<file path="config.mk">
export PLATFORM = sky130hd
export DESIGN_NAME = ofmap_collector
export DESIGN_NICKNAME = d
export VERILOG_FILES = /design/src/rtl/ofmap_pkg.sv /design/src/rtl/ofmap_mem.sv /design/src/rtl/ofmap_collector.sv
export SDC_FILE = /design/constraint.sdc
export NUM_CORES = 1
export LEC_CHECK = 0
export ABC_CLOCK_PERIOD_IN_PS = 3600
export CORE_MARGIN = 3
export CORE_UTILIZATION = 62
export CTS_BUF_LIST = sky130_fd_sc_hd__clkbuf_4 sky130_fd_sc_hd__clkbuf_8
export DETAILED_ROUTE_END_ITERATION = 10
export PLACE_DENSITY = 0.91
export SLEW_MARGIN = 10
export SYNTH_ARGS = -nofsm -noshare
export SYNTH_HDL_FRONTEND = slang
export SYNTH_HIERARCHICAL = 1
export SYNTH_SLANG_ARGS = --single-unit
</file>
<file path="constraint.sdc">
create_clock -name clk -period 3.6 [get_ports clk]
set_input_delay 0.36 -clock clk [delete_from_list [all_inputs] [get_ports clk]]
set_output_delay 0.36 -clock clk [all_outputs]
set_load 0.02 [all_outputs]
</file>
<file path="src/rtl/ofmap_pkg.sv">
// Shared definitions for the output-feature-map collector: packet field layout,
// the spike packet type code and the collector FSM states.
package ofmap_pkg;

  localparam int unsigned SrcLsb  = 0;
  localparam int unsigned SrcW    = 4;
  localparam int unsigned TypeLsb = 4;
  localparam int unsigned TypeW   = 2;
  localparam int unsigned TsBit   = 6;
  localparam int unsigned RowLsb  = 7;
  localparam int unsigned RowW    = 5;
  localparam int unsigned SpkLsb  = 12;

  localparam logic [TypeW-1:0] TypeSpike = 2'b10;

  typedef enum logic [0:0] {
    StCollect,
    StDone
  } state_e;

endpackage

</file>
<file path="src/rtl/ofmap_mem.sv">
// Simple dual-port spike-row storage: one write port, one read port with a
// registered, read-first output. Contents are never reset.
module ofmap_mem #(
  parameter int unsigned Depth = 26,
  parameter int unsigned Width = 13,
  parameter int unsigned Aw    = $clog2(Depth)
) (
  input  logic             clk_i,
  input  logic             we_i,
  input  logic [Aw-1:0]    waddr_i,
  input  logic [Width-1:0] wdata_i,
  input  logic             re_i,
  input  logic [Aw-1:0]    raddr_i,
  output logic [Width-1:0] rdata_o
);

  logic [Width-1:0] mem_q [Depth];
  logic [Width-1:0] rdata_q;

  // Non-blocking update gives read-first behaviour on an address collision.
  always_ff @(posedge clk_i) begin
    if (we_i) begin
      mem_q[waddr_i] <= wdata_i;
    end
    if (re_i) begin
      rdata_q <= mem_q[raddr_i];
    end
  end

  assign rdata_o = rdata_q;

endmodule

</file>
<file path="src/rtl/ofmap_collector.sv">
// Collects spike-row packets from the mesh output into a timestep x row buffer,
// tracking unique rows, duplicates and malformed drops; the host reads rows back.
module ofmap_collector
  import ofmap_pkg::*;
#(
  parameter int unsigned OUTPUT_WIDTH = 13,
  parameter int unsigned NUM_TS       = 2,
  parameter int unsigned PKT_W        = 45,
  localparam int unsigned Entries     = NUM_TS * OUTPUT_WIDTH,
  localparam int unsigned Aw          = $clog2(Entries),
  localparam int unsigned Cw          = $clog2(Entries + 1)
) (
  input  logic                    clk,
  input  logic                    rst,
  input  logic                    in_valid,
  output logic                    in_ready,
  input  logic [PKT_W-1:0]        in_data,
  input  logic                    clear,
  input  logic                    rd_en,
  input  logic [Aw-1:0]           rd_addr,
  output logic [OUTPUT_WIDTH-1:0] rd_data,
  output logic                    rd_valid,
  output logic                    done,
  output logic [Cw-1:0]           rows_rcvd,
  output logic                    dup_err,
  output logic [7:0]              drop_cnt
);

  state_e             state_q, state_d;
  logic [Entries-1:0] rcvd_q, rcvd_d;
  logic [Cw-1:0]      rows_q, rows_d;
  logic               dup_q, dup_d;
  logic [7:0]         drop_q, drop_d;
  logic               rd_valid_q;

  logic [TypeW-1:0]        pkt_type;
  logic                    pkt_ts;
  logic [RowW-1:0]         pkt_row;
  logic [OUTPUT_WIDTH-1:0] pkt_spk;
  logic                    pkt_ok, accept, wr_en;
  logic [Aw-1:0]           wr_addr;

  // Source node and bits above the spike field carry nothing for the collector.
  logic unused_pkt_bits;
  assign unused_pkt_bits = ^in_data;

  assign pkt_type = in_data[TypeLsb +: TypeW];
  assign pkt_ts   = in_data[TsBit];
  assign pkt_row  = in_data[RowLsb +: RowW];
  assign pkt_spk  = in_data[SpkLsb +: OUTPUT_WIDTH];

  assign pkt_ok  = (pkt_type == TypeSpike) && (32'(pkt_row) < OUTPUT_WIDTH)
                && (32'(pkt_ts) < NUM_TS);
  assign wr_addr = Aw'(32'(pkt_ts) * OUTPUT_WIDTH + 32'(pkt_row));

  assign in_ready = (state_q == StCollect) && !clear;
  assign accept   = in_valid && in_ready;
  assign wr_en    = accept && pkt_ok;

  always_comb begin
    state_d = state_q;
    rcvd_d  = rcvd_q;
    rows_d  = rows_q;
    dup_d   = dup_q;
    drop_d  = drop_q;
    if (clear) begin
      state_d = StCollect;
      rcvd_d  = '0;
      rows_d  = '0;
      dup_d   = 1'b0;
      drop_d  = '0;
    end else if (accept) begin
      if (!pkt_ok) begin
        if (drop_q != 8'hFF) begin
          drop_d = drop_q + 8'd1;
        end
      end else if (rcvd_q[wr_addr]) begin
        dup_d = 1'b1;
      end else begin
        rcvd_d[wr_addr] = 1'b1;
        rows_d          = rows_q + Cw'(1);
        if (rows_q == Cw'(Entries - 1)) begin
          state_d = StDone;
        end
      end
    end
  end

  always_ff @(posedge clk) begin
    if (rst) begin
      state_q    <= StCollect;
      rcvd_q     <= '0;
      rows_q     <= '0;
      dup_q      <= 1'b0;
      drop_q     <= '0;
      rd_valid_q <= 1'b0;
    end else begin
      state_q    <= state_d;
      rcvd_q     <= rcvd_d;
      rows_q     <= rows_d;
      dup_q      <= dup_d;
      drop_q     <= drop_d;
      rd_valid_q <= rd_en;
    end
  end

  // A packet in flight while reset is asserted must not land in storage.
  ofmap_mem #(
    .Depth (Entries),
    .Width (OUTPUT_WIDTH),
    .Aw    (Aw)
  ) u_mem (
    .clk_i   (clk),
    .we_i    (wr_en && !rst),
    .waddr_i (wr_addr),
    .wdata_i (pkt_spk),
    .re_i    (rd_en),
    .raddr_i (rd_addr),
    .rdata_o (rd_data)
  );

  assign done      = (state_q == StDone);
  assign rows_rcvd = rows_q;
  assign dup_err   = dup_q;
  assign drop_cnt  = drop_q;
  assign rd_valid  = rd_valid_q;

endmodule

</file>
# Yosys cells after proc, flatten, opt, wreduce, memory -nomap -nowiden
# Memory sizes are Yosys's and may differ from the RTL's. A register that Yosys moved wholly into a read port is not among the register bits.
# Cells that the tools add are included.
# Widths: inputs -> output; s select.
totals:
  word_cells: 40
  register_bits: 42
  ram_bits: 338
  inputBits: 55
  n_memories: 1
mem_list:
  columns: ["memory", "depth", "width", "read_ports", "rd_clocked_by_memory_dff", "write_ports", "line", "rtl"]
  rows:
  - ["u_mem.mem_q", 26, 13, 1, 1, 1, "ofmap_mem.sv:17", "logic [Width-1:0] mem_q [Depth];"]
classes:
  bitwise_logic: 4
  multipliers: 1
  n_mux: 6
  order_cmp: 3
  n_eq_ne: 3
  n_reduce_logical: 13
  addsub: 3
ops:
  columns: ["op", "n"]
  rows:
  - ["$or 26x26->26", 1]
  - ["$reduce_and 3->1", 3]
  - ["$add 8x1->8 const B", 1]
  - ["$ne 8x8->1 const B", 1]
  - ["$logic_and 1x1->1", 6]
  - ["$lt 5x6->1 const B", 1]
  - ["$add 5x1->5 const B", 1]
  - ["$add 5x5->5", 1]
  - ["$bmux 1 s5", 1]
  - ["$demux 1 s5", 1]
  - ["$eq 5x5->1 const B", 1]
  - ["$ge 5x1->1 const B", 1]
  - ["$lt 5x4->1 const B", 1]
  - ["$mul 1x4->5 const B", 1]
  - ["$mux 1", 4]
  - ["$reduce_and 4->1", 1]
  - ["$not 1->1", 3]
  - ["$eq 2x2->1 const B", 1]
  - ["$logic_not 1->1", 2]
  - ["$reduce_or 2->1", 1]

# Longest topological paths before layout
depth:
  word_depth: 7
  depth_mapped: 10
  depth_no_buf: 9

# By module
# The synthesis kept the hierarchy.
modules_own_cells:
  columns: ["mod", "seq_area_each_um2", "instances", "cells_per_inst", "area_each_um2"]
  rows:
  - ["ofmap_mem", 10540.1, 1, 735, 13755.7]
  - ["ofmap_collector", 840.8, 1, 224, 2063.2]

# Worst setup path before layout
# No wires, ideal clock.
synth_timing:
  path_type: "input to register"
  from: "input port in_data[6]"
  to: "memory u_mem.mem_q[5][0], enable pin"
  t_arrival_ns: 2.740
  n_path_buf: 0
  stages: 8
  setup_time_ns: 0.382
  setup_slack_ns: 0.477
  path_cell_list: "ha_1 > ha_1 > and3_1 > or3_1 > nand2_2 > inv_1 > or3b_2 > nor2_1"
synth_between:
  elab_chain_len: 2
synth_lines:
  columns: ["element", "line", "rtl"]
  rows:
  - ["start, declared", "ofmap_collector.sv:17", "input logic [PKT_W-1:0] in_data,"]
  - ["$mul 1x4->5", "ofmap_collector.sv:54", "assign wr_addr = Aw'(32'(pkt_ts) * OUTPUT_WIDTH + 32'(pkt_row));"]
  - ["$add 5x5->5", "ofmap_collector.sv:54", null]
  - ["named net wr_addr[4]", "ofmap_collector.sv:41", "logic [Aw-1:0] wr_addr;"]
  - ["end, declared", "ofmap_mem.sv:17", null]
# The timed path passes the listed nets, and every way through them passes these cells.

# Worst setup path in the final report
layout_timing:
  from: "input port in_data[6]"
  to: "register rows_q[3], in the netlist rows_rcvd[3]"
layout_between:
  elab_chain_len: 6
layout_lines:
  columns: ["element", "line", "rtl"]
  rows:
  - ["$mul 1x4->5", "ofmap_collector.sv:54", null]
  - ["$add 5x5->5", "ofmap_collector.sv:54", null]
  - ["named net wr_addr[1]", "ofmap_collector.sv:41", null]
  - ["$bmux 1 s5", "ofmap_collector.sv:77", "end else if (rcvd_q[wr_addr]) begin"]
  - ["$mux 1 (not written as such)", "ofmap_collector.sv:77", null]
  - ["$not 1->1 (no source line)", null, null]
  - ["$reduce_and 3->1 (no source line)", null, null]
  - ["end signal, assigned", "ofmap_collector.sv:100", "rows_q <= rows_d;"]
  - ["end, declared", "ofmap_collector.sv:31", "logic [Cw-1:0] rows_q, rows_d;"]
# The timed path passes the listed nets, and every way through them passes these cells. The select of a mux whose other input is x is not followed.
# A chain may end at the register's enable or synchronous reset.

==> flow_summary_export.csv <==
group,metric,value,unit
final_layout,areaGrowthSynthToFinish,14.5,%
synthesis,synth_seq_cells,393,
floorplanning,core.rowCount,57,
timing,period_share,77.5,%
setup_path,path_delay_family,"adder cells",
timing,post-route-min-period,2.79,ns
synthesis,synthCells,959,
timing,worst_pin_slew,1.15,ns
synthesis,ys_warn_count,6,
detailed_routing,firstDrtPassIters,5,
synthesis,synth_area_leaders,"edfxtp_1 67%, mux2i_1 7.6%, dfxtp_1 5.3%, mux4_1 2.8%, mux4_2 2.1%",
detailed_routing,via_per_inst,6.36,
final_layout,final.fill_count,1386,
detailed_routing,met3_length,3.08,mm
clocking,cts_buffer_depth,3,
timing,setup_violations,0,
final_layout,fin_nets,1141,
clocking,clock_latency,0.60,ns
synthesis,synth_most_common_cell,"edfxtp_1",
grt,grt_util_all_layers,25.4,%
timing,skew,0.0284,ns
detailed_routing,wl_met1,13.0,mm
setup_path,crit_fanout,15,
floorplanning,coreArea,24700,um^2
synthesis,syn_nets,1021,
timing,final_max_slew_viol_count,0,
floorplanning,die_height,166,um
timing,whs,0.469,ns
setup_path,worstPathRequired,4.11,ns
setup_path,crit_top_cell,"ha_1",
setup_path,cp_num_buf_inv,1,
detailed_routing,drt_iter0_drc,1317,
clocking,clock-sinks,393,
setup_path,slowest_delay,0.62,ns
synthesis,yosysUniqueCellTypes,53,
clocking,cts_hold_buf,0,
run,maxCapViolCount,0,
grt,grt_pass1_wl,53.8,mm
grt,grt_pass1_vias,9338,
clocking,cts-root-buf,"clkbuf_8",
placement,port_buffers,60,
clocking,postCtsSetupBuffers,0,
clocking,cts_tree,"built",
placement,dp.final_hpwl,20.6,mm
detailed_routing,ant_nets,0,
synthesis,synth_edf_count,351,
final_layout,num_antenna_cells,0,
hold_path,hold_class,"register to register",
detailed_routing,highest_layer,"met4",
final_layout,drive_gt1_share,17.6,%
power_and_ir_drop,peakVddDrop,385,uV
clocking,post_cts_resized,0,
status,status,"finished, final reports clean",
floorplanning,start_util,64.1,%
synthesis,ys.flop_type,"edfxtp_1",
timing,worst_slew_margin_rel,23.3,%
timing,rsz0062_at_grt,"no",
setup_path,worst-setup-path-type,"input port to register",
floorplanning,ios,85,
detailed_routing,num_vias,9181,
timing,tns,0,ns
synthesis,yosys.area.top_type,"edfxtp_1",
floorplanning,die_area,27500,um^2
setup_path,cp.arrival,3.30,ns
detailed_routing,post_drt_wl_per_cell,24.4,um
power_and_ir_drop,powerDensity,508,nW/um^2
detailed_routing,route.detailed.drc,0,
setup_path,slowest_stage,"ha_1",
synthesis,synth_top_cell_area_share,66.6,%
floorplanning,die_w,166,um
power_and_ir_drop,leakage,6.29,nW
grt,antenna_found_initial,0,
clocking,cts_buffers,58,
synthesis,synth_area,15800,um^2
synthesis,syn_area_per_cell,16.5,um^2
setup_path,crit_chain,"clkdlybuf4s50_1 > ha_1 > ha_1 > mux4_2 > nand2_1 > a221o_1 > o211ai_2 > nor3_1 > mux2i_1",
setup_path,crit_path_end_kind,"register",
detailed_routing,totalWireLength,35.2,mm
clocking,htreeDepth,2,
grt,overflow,0,
synthesis,yosysSeqAreaShare,71.9,%
synthesis,synthTopCellsByCount,"351 x edfxtp_1, 120 x mux2i_1, 72 x nor2_1, 54 x nand2_1",
setup_path,cp-start-kind,"input port",
synthesis,synthArstFlopShare,0,%
clocking,clkTransAtPathRegs,0.06,ns
timing,fmax,0.358,GHz
placement,gp_congestion,0.861,
timing,finalHoldViolCount,0,
detailed_routing,wl_met2,17.8,mm
grt,grt_max_degree,57,
## report_power, final
group	internal [mW]	leakage, nW	switching (mW)	total, mW
Sequential	4.99	3.50	0.00531	4.99
Clock	2.02	0.627	1.61	3.63
Combinational	0.209	2.16	0.361	0.570
## cell usage in the layout (no fill, tap or decap), drive strengths merged, types with 4 or more instances in the layout
master         netlist  layout
nand3               42      42
clkbuf              21      78
nor4                 4       4
a31oi               22      22
mux2                14      14
ha                   7       7
nand2               55      55
dfxtp               42      42
nor2                72      72
a22oi               26      26
clkinv               0      15
xor2                 7       7
mux4                32      32
mux2i              121     121
bufinv               0       4
edfxtp             351     351
buf                 27      50
nor3                 9       9
and3                 6       6
nand3b               5       5
clkdlybuf4s50        0      58
nand4                5       5
or3                  4       4
inv                  5       7
o211ai              17      17
a21oi               35      35
nor2b                6       6
## layout make-up
cell class | count | area (um^2) | share of cell area [%]
sequential | 393 | 11400 | 62.8
tap | 324 | 405 | 2.24
timing repair buffer | 108 | 981 | 5.42
multi-input combinational | 513 | 4140 | 22.9
clock buffer | 78 | 961 | 5.31
inverter | 5 | 18.8 | 0.104
clock inverter | 23 | 221 | 1.22
## cell families after synthesis
logic type / count (synthesis) / synth area share (%)
buffers and inverters: 53 / 1.88
AOI/OAI and AO/OA: 109 / 4.79
DFF: 393 / 71.9
muxes: 167 / 13.7
and+or+nand+nor: 221 / 6.52
xor gates and xnor gates: 9 / 0.593
adders and majority gates: 7 / 0.554
## metrics by stage
stage               area [um^2]  instances  utilization [%]  setup WS (ns)  power (mW)
floorplan                 15800        959                -          0.477        5.41
global placement          16900       1343             68.6          0.361        5.62
detailed placement        16900       1343             68.6          0.279        5.64
CTS                       18100       1444             73.4          0.815        9.24
global route              18100       1444             73.4          0.716        9.49
finish                    18100       1444             73.4          0.809        9.19
## worst min-delay path, delay by kind of cell, from the launching register on
| kind | cells | cell delay, ns |
|---|---|---|
| DFF | 1 | 0.33 |
| AOI/OAI and AO/OA | 1 | 0.04 |
| and+or+nand+nor | 1 | 0.07 |
## registers in the layout, summed over array words and instances (netlist names)
| register | count |
|---|---|
| u_mem/mem_q | 338 |
| rd_valid | 1 |
| u_mem/rdata_o | 13 |
| drop_cnt | 8 |
| dup_err | 1 |
| rcvd_q | 26 |
| rows_rcvd | 5 |
| done | 1 |
## worst paths after layout
path                                              start                           end  slack (ns)  cells after the start
worst max-delay path                         in_data[6]     rows_rcvd[3]$_SDFFE_PP0P_        0.81                      9
worst min-delay path            rcvd_q[19]$_SDFFE_PP0P_       rcvd_q[19]$_SDFFE_PP0P_        0.47                      2
worst max register to register        done$_SDFFE_PP0P_  u_mem/mem_q[24][0]$_DFFE_PP_        1.17                      6
worst min register to register  rcvd_q[19]$_SDFFE_PP0P_       rcvd_q[19]$_SDFFE_PP0P_        0.47                      2
## metal layers
layer | up-vias | GRT usage [%]
li1 | 4015 | -
met1 | 4511 | 33.1
met2 | 561 | 42.6
met3 | 94 | 4.71
met4 | 0 | 10.5
met5 | - | 0
(Power assumes the default switching activity.)
